--- config.mk ---
export PLATFORM = sky130hd
export DESIGN_NAME = hazard_unit
export DESIGN_NICKNAME = d
export VERILOG_FILES = /design/src/rtl/hazard_unit.sv
export SDC_FILE = /design/constraint.sdc
export NUM_CORES = 1
export LEC_CHECK = 0
export ABC_AREA = 1
export BUFFER_PORTS_ARGS = -buffer_cell sky130_fd_sc_hd__buf_2
export CAP_MARGIN = 30
export CORE_MARGIN = 2
export CORE_UTILIZATION = 38
export CTS_CLUSTER_DIAMETER = 40
export DETAILED_ROUTE_END_ITERATION = 10
export PLACE_DENSITY = 0.6
export REMOVE_ABC_BUFFERS = 1
export SYNTH_ARGS = -nofsm -noshare
export SYNTH_HDL_FRONTEND = slang
export SYNTH_SLANG_ARGS = --single-unit
--- constraint.sdc ---
create_clock -name clk -period 3.63 [get_ports clk]
set_input_delay 0.1815 -clock clk [delete_from_list [all_inputs] [get_ports clk]]
set_output_delay 0.1815 -clock clk [all_outputs]
set_load 0.01 [all_outputs]
--- src/rtl/hazard_unit.sv ---
// Hazard control for the 5-stage RV32I pipeline: load-use stall, control flush,
// EX forwarding selects, post-reset pipeline clearing and event counters.
module hazard_fwd (
  input  logic [4:0] rs,
  input  logic [4:0] rdm,
  input  logic [4:0] rdw,
  input  logic       regwritem,
  input  logic       regwritew,
  input  logic       en,
  output logic [1:0] fwd
);
  // M has priority over W; x0 is never forwarded
  always_comb begin
    fwd = 2'b00;
    if (en) begin
      if (regwritem && rdm != 5'd0 && rs == rdm)      fwd = 2'b10;
      else if (regwritew && rdw != 5'd0 && rs == rdw) fwd = 2'b01;
    end
  end
endmodule

module hazard_unit #(
  parameter int INIT_CYCLES = 2,
  parameter int CNT_W       = 16
) (
  input  logic             clk,
  input  logic             reset,
  input  logic [4:0]       Rs1D,
  input  logic [4:0]       Rs2D,
  input  logic [4:0]       Rs1E,
  input  logic [4:0]       Rs2E,
  input  logic [4:0]       RdE,
  input  logic [4:0]       RdM,
  input  logic [4:0]       RdW,
  input  logic [1:0]       ResultSrcE,
  input  logic             RegWriteM,
  input  logic             RegWriteW,
  input  logic             PCSrcE,
  input  logic             cnt_clear,
  output logic             StallF,
  output logic             StallD,
  output logic             FlushD,
  output logic             FlushE,
  output logic [1:0]       ForwardAE,
  output logic [1:0]       ForwardBE,
  output logic             init_done,
  output logic [CNT_W-1:0] stall_count,
  output logic [CNT_W-1:0] flush_count
);
  localparam int NUM_OPS = 2;
  localparam logic [CNT_W-1:0] CNT_ONE = {{(CNT_W-1){1'b0}}, 1'b1};

  typedef enum logic {INIT, RUN} state_t;

  state_t     state;
  logic [3:0] init_cnt;
  logic       run;
  logic       lw_stall;

  // reset forces INIT outputs in the same cycle, not just from the next edge
  assign run       = (state == RUN) && !reset;
  assign init_done = run;
  assign lw_stall  = (ResultSrcE == 2'b01) && (RdE != 5'd0) &&
                     ((Rs1D == RdE) || (Rs2D == RdE));

  always_comb begin
    StallF = 1'b1;
    StallD = 1'b0;
    FlushD = 1'b1;
    FlushE = 1'b1;
    if (run) begin
      if (PCSrcE) begin
        StallF = 1'b0;
        StallD = 1'b0;
        FlushD = 1'b1;
        FlushE = 1'b1;
      end else if (lw_stall) begin
        StallF = 1'b1;
        StallD = 1'b1;
        FlushD = 1'b0;
        FlushE = 1'b1;
      end else begin
        StallF = 1'b0;
        StallD = 1'b0;
        FlushD = 1'b0;
        FlushE = 1'b0;
      end
    end
  end

  logic [NUM_OPS-1:0][4:0] rs_e;
  logic [NUM_OPS-1:0][1:0] fwd;

  assign rs_e      = {Rs2E, Rs1E};
  assign ForwardAE = fwd[0];
  assign ForwardBE = fwd[1];

  for (genvar i = 0; i < NUM_OPS; i++) begin : g_fwd
    hazard_fwd u_fwd (
      .rs        (rs_e[i]),
      .rdm       (RdM),
      .rdw       (RdW),
      .regwritem (RegWriteM),
      .regwritew (RegWriteW),
      .en        (run),
      .fwd       (fwd[i])
    );
  end

  always_ff @(posedge clk) begin
    if (reset) begin
      state       <= INIT;
      init_cnt    <= 4'(INIT_CYCLES);
      stall_count <= '0;
      flush_count <= '0;
    end else begin
      if (state == INIT) begin
        init_cnt <= init_cnt - 4'd1;
        if (init_cnt == 4'd1) state <= RUN;
      end
      if (cnt_clear) begin
        stall_count <= '0;
        flush_count <= '0;
      end else if (state == RUN) begin
        if (PCSrcE && flush_count != '1)
          flush_count <= flush_count + CNT_ONE;
        if (!PCSrcE && lw_stall && stall_count != '1)
          stall_count <= stall_count + CNT_ONE;
      end
    end
  end
endmodule

==> impl_metrics.ini <==
[sta]
slew_viol_final = 0
clock.fmax_ghz = 0.444
max_slew_margin_pct = 52.7
finalSetupViolations = 0
finalClockSkew_ps = 4.55
fin_crit_ps = 2250
rsz0062_at_grt = no
tightest_slew_ps = 707
finalSetupTns_ps = 0
hold_violations = 0
fin_crit_sh_pct = 62.0

[yosys]
synth_seq_cells = 37
ys_types = 31
synth_top_area_share_pct = 29.1
synth_top_family_by_area = simple AND/OR/NAND/NOR gates
synthAdderAreaFrac_pct = 1.97
async_flop_share_pct = 0
synth_mux_area_share_pct = 0
synth_area_mm2 = 0.00254
synth_top_area_cell = dfxtp_1
synth.yosys.seq_area_share_pct = 29.1
avgSynthCellArea_um2 = 6.28
synth.area.top_cells = dfxtp_1 29%, nand2_1 15%, nor2_1 10%, inv_1 7.5%, nand3_1 5.3%
synth_compound_gate_area_share_pct = 7.82
synth_edf_count = 0
synthFlopType = dfxtp_1
synthSimpleGateAreaFrac_pct = 41.8
synthXorXnorAreaFrac_pct = 8.96
yosys_warnings = 0
syn_inst = 405

[setup_path]
timing.rr.start = flush_count[0]$_SDFFE_PP0P_
end_kind = output port
cp-start-kind = register
critical_path_class = reg -> out
cp_max_fo = 12
arrival_ps = 2070
crit_start = state$_SDFF_PP0_
cp.required_ps = 3450

[clock_network]
post_cts_buffers = 0
clk_pin_slew_ps = 70
clk_latency_ps = 290
tritoncts = built
htree_levels = 2
root_buffer = clkbuf_8
ctsHoldBuffers = 0
numCtsBuffers = 5
cts_resized = 0
cts_sinks = 37
clk_path_buf_depth = 2

[run_status]
violations = DRC
status = finished with violations

[power_and_ir_drop]
p_leak_nw = 1.44
totalPowerFinal_mw = 1.00
p_per_area_mw_per_mm2 = 318
vdd_drop_max_uv = 195

[placed_design]
place.gp.congestion = 0.868
dp.final_hpwl_um = 5200
placed_area_mm2 = 0.00301
place_inst = 560
portBuffers = 83

[global_routing]
grt_pass1_wl_um = 10800
first_global_vias = 2425
gr-usage-all-layers_pct = 17.8
antenna_found_initial = 0
grt_max_degree = 17
gr-total-overflow = 0

[floorplanning]
initial_utilization_pct = 39.6
num_rows = 29
design.die.area_mm2 = 0.00736
die_x_um = 85.8
core_mm2 = 0.00642
die_h_um = 85.8
pin_count = 84

[layout]
area_growth_pct = 23.8
antenna_cells = 0
nets = 537
stdcell_count = 568
fin_area_mm2 = 0.00315
final_layout_size_suffix_gt1_share_pct = 22.6
utilization_pct = 49.0

[routing]
initialDrtViolationCount = 94
via_per_inst = 4.87
drc = 11
dr.pass1.iters = 10
post_drt_wl_per_cell_um = 11.5
wirelength_um = 6530
vias = 2768
antenna_left = 0

[job]
cap_violations = 0

[hold_path]
hp-class = in -> reg
hp-start = reset
==> logic make-up after synthesis <==
group,count (synthesis)
compound gates,37
xor+xnor,26
fa+ha+maj,4
buf+inv,62
flops,37
simple gates,239
==> layout by cell type, fill, tap and decap left out, types with 3 or more instances in the layout <==
cell type / instances
nor3_1: 7
nor2_1: 69
nor4_1: 7
and3_1: 4
inv_1: 51
nand2_1: 104
nand4_1: 4
nand3b_1: 3
buf_2: 83
a21oi_1: 20
nand3_1: 27
ha_1: 4
inv_2: 4
nand3_2: 3
xnor2_1: 11
o21ai_0: 12
or2_2: 4
clkbuf_8: 5
xor2_1: 15
dfxtp_1: 37
==> worst max-delay path, stage by stage (launching register included) <==
cell	delay, ps
dfxtp_1	590
inv_2	170
nor2_1	320
inv_1	150
a21oi_1	140
o211ai_1	100
nor3_1	150
buf_2	160
==> synth_stat cells (4+ instances only) <==
library cell,instances
a21oi_1,20
and3_1,4
dfxtp_1,37
ha_1,4
inv_1,51
inv_2,4
nand2_1,104
nand3_1,27
nand4_1,4
nor2_1,69
nor3_1,7
nor4_1,7
o21ai_0,12
or2_2,4
xnor2_1,11
xor2_1,15
==> path summary, 6_finish.rpt <==
path / to / cells after the start / slack, ps
max: ForwardBE[0] / 7 / 1380
min reg2reg: init_cnt[3]$_SDFFE_PP0N_ / 1 / 480
max reg2reg: flush_count[6]$_SDFFE_PP0P_ / 11 / 1710
min: state$_SDFF_PP0_ / 2 / 150
==> sequential cells by signal, indices dropped and copies added, names as in the netlist <==
register and count:
flush_count 16, stall_count 16, init_cnt 4, state 1
==> power by group <==
part	internal [mW]	leakage, nW	switching (mW)	total [mW]
clock network	0.273	0.0681	0.151	0.424
registers	0.419	0.299	0.0141	0.433
logic	0.0582	1.07	0.0860	0.144
total	0.750	1.44	0.251	1.00
==> routing by layer <==
| metal | vias up | global-route usage [%] | share of wire [%] |
|---|---|---|---|
| li1 | 1447 | - | - |
| met1 | 1220 | 23.0 | 47 |
| met2 | 95 | 29.9 | 45 |
| met3 | 6 | 3.18 | 7.3 |
| met4 | 0 | 6.20 | 1.2 |
| met5 | - | 0 | 0 |
==> through the flow <==
step / setup slack, ps / hold slack, ps
finish: 1380 / 147
global route: 1200 / 145
CTS: 1370 / 141
detailed placement: 1710 / 446
global placement: 1800 / 458
floorplan: 1850 / 281
==> layout make-up <==
class	instances	area (µm²)
multi-input combinational	306	1540
clock inverter	3	65.1
fill	689	3280
timing repair buffer	84	423
clock buffer	5	68.8
tap	77	96.3
inverter	56	213
sequential	37	741
No activity file was read; power rests on OpenSTA's default activity.
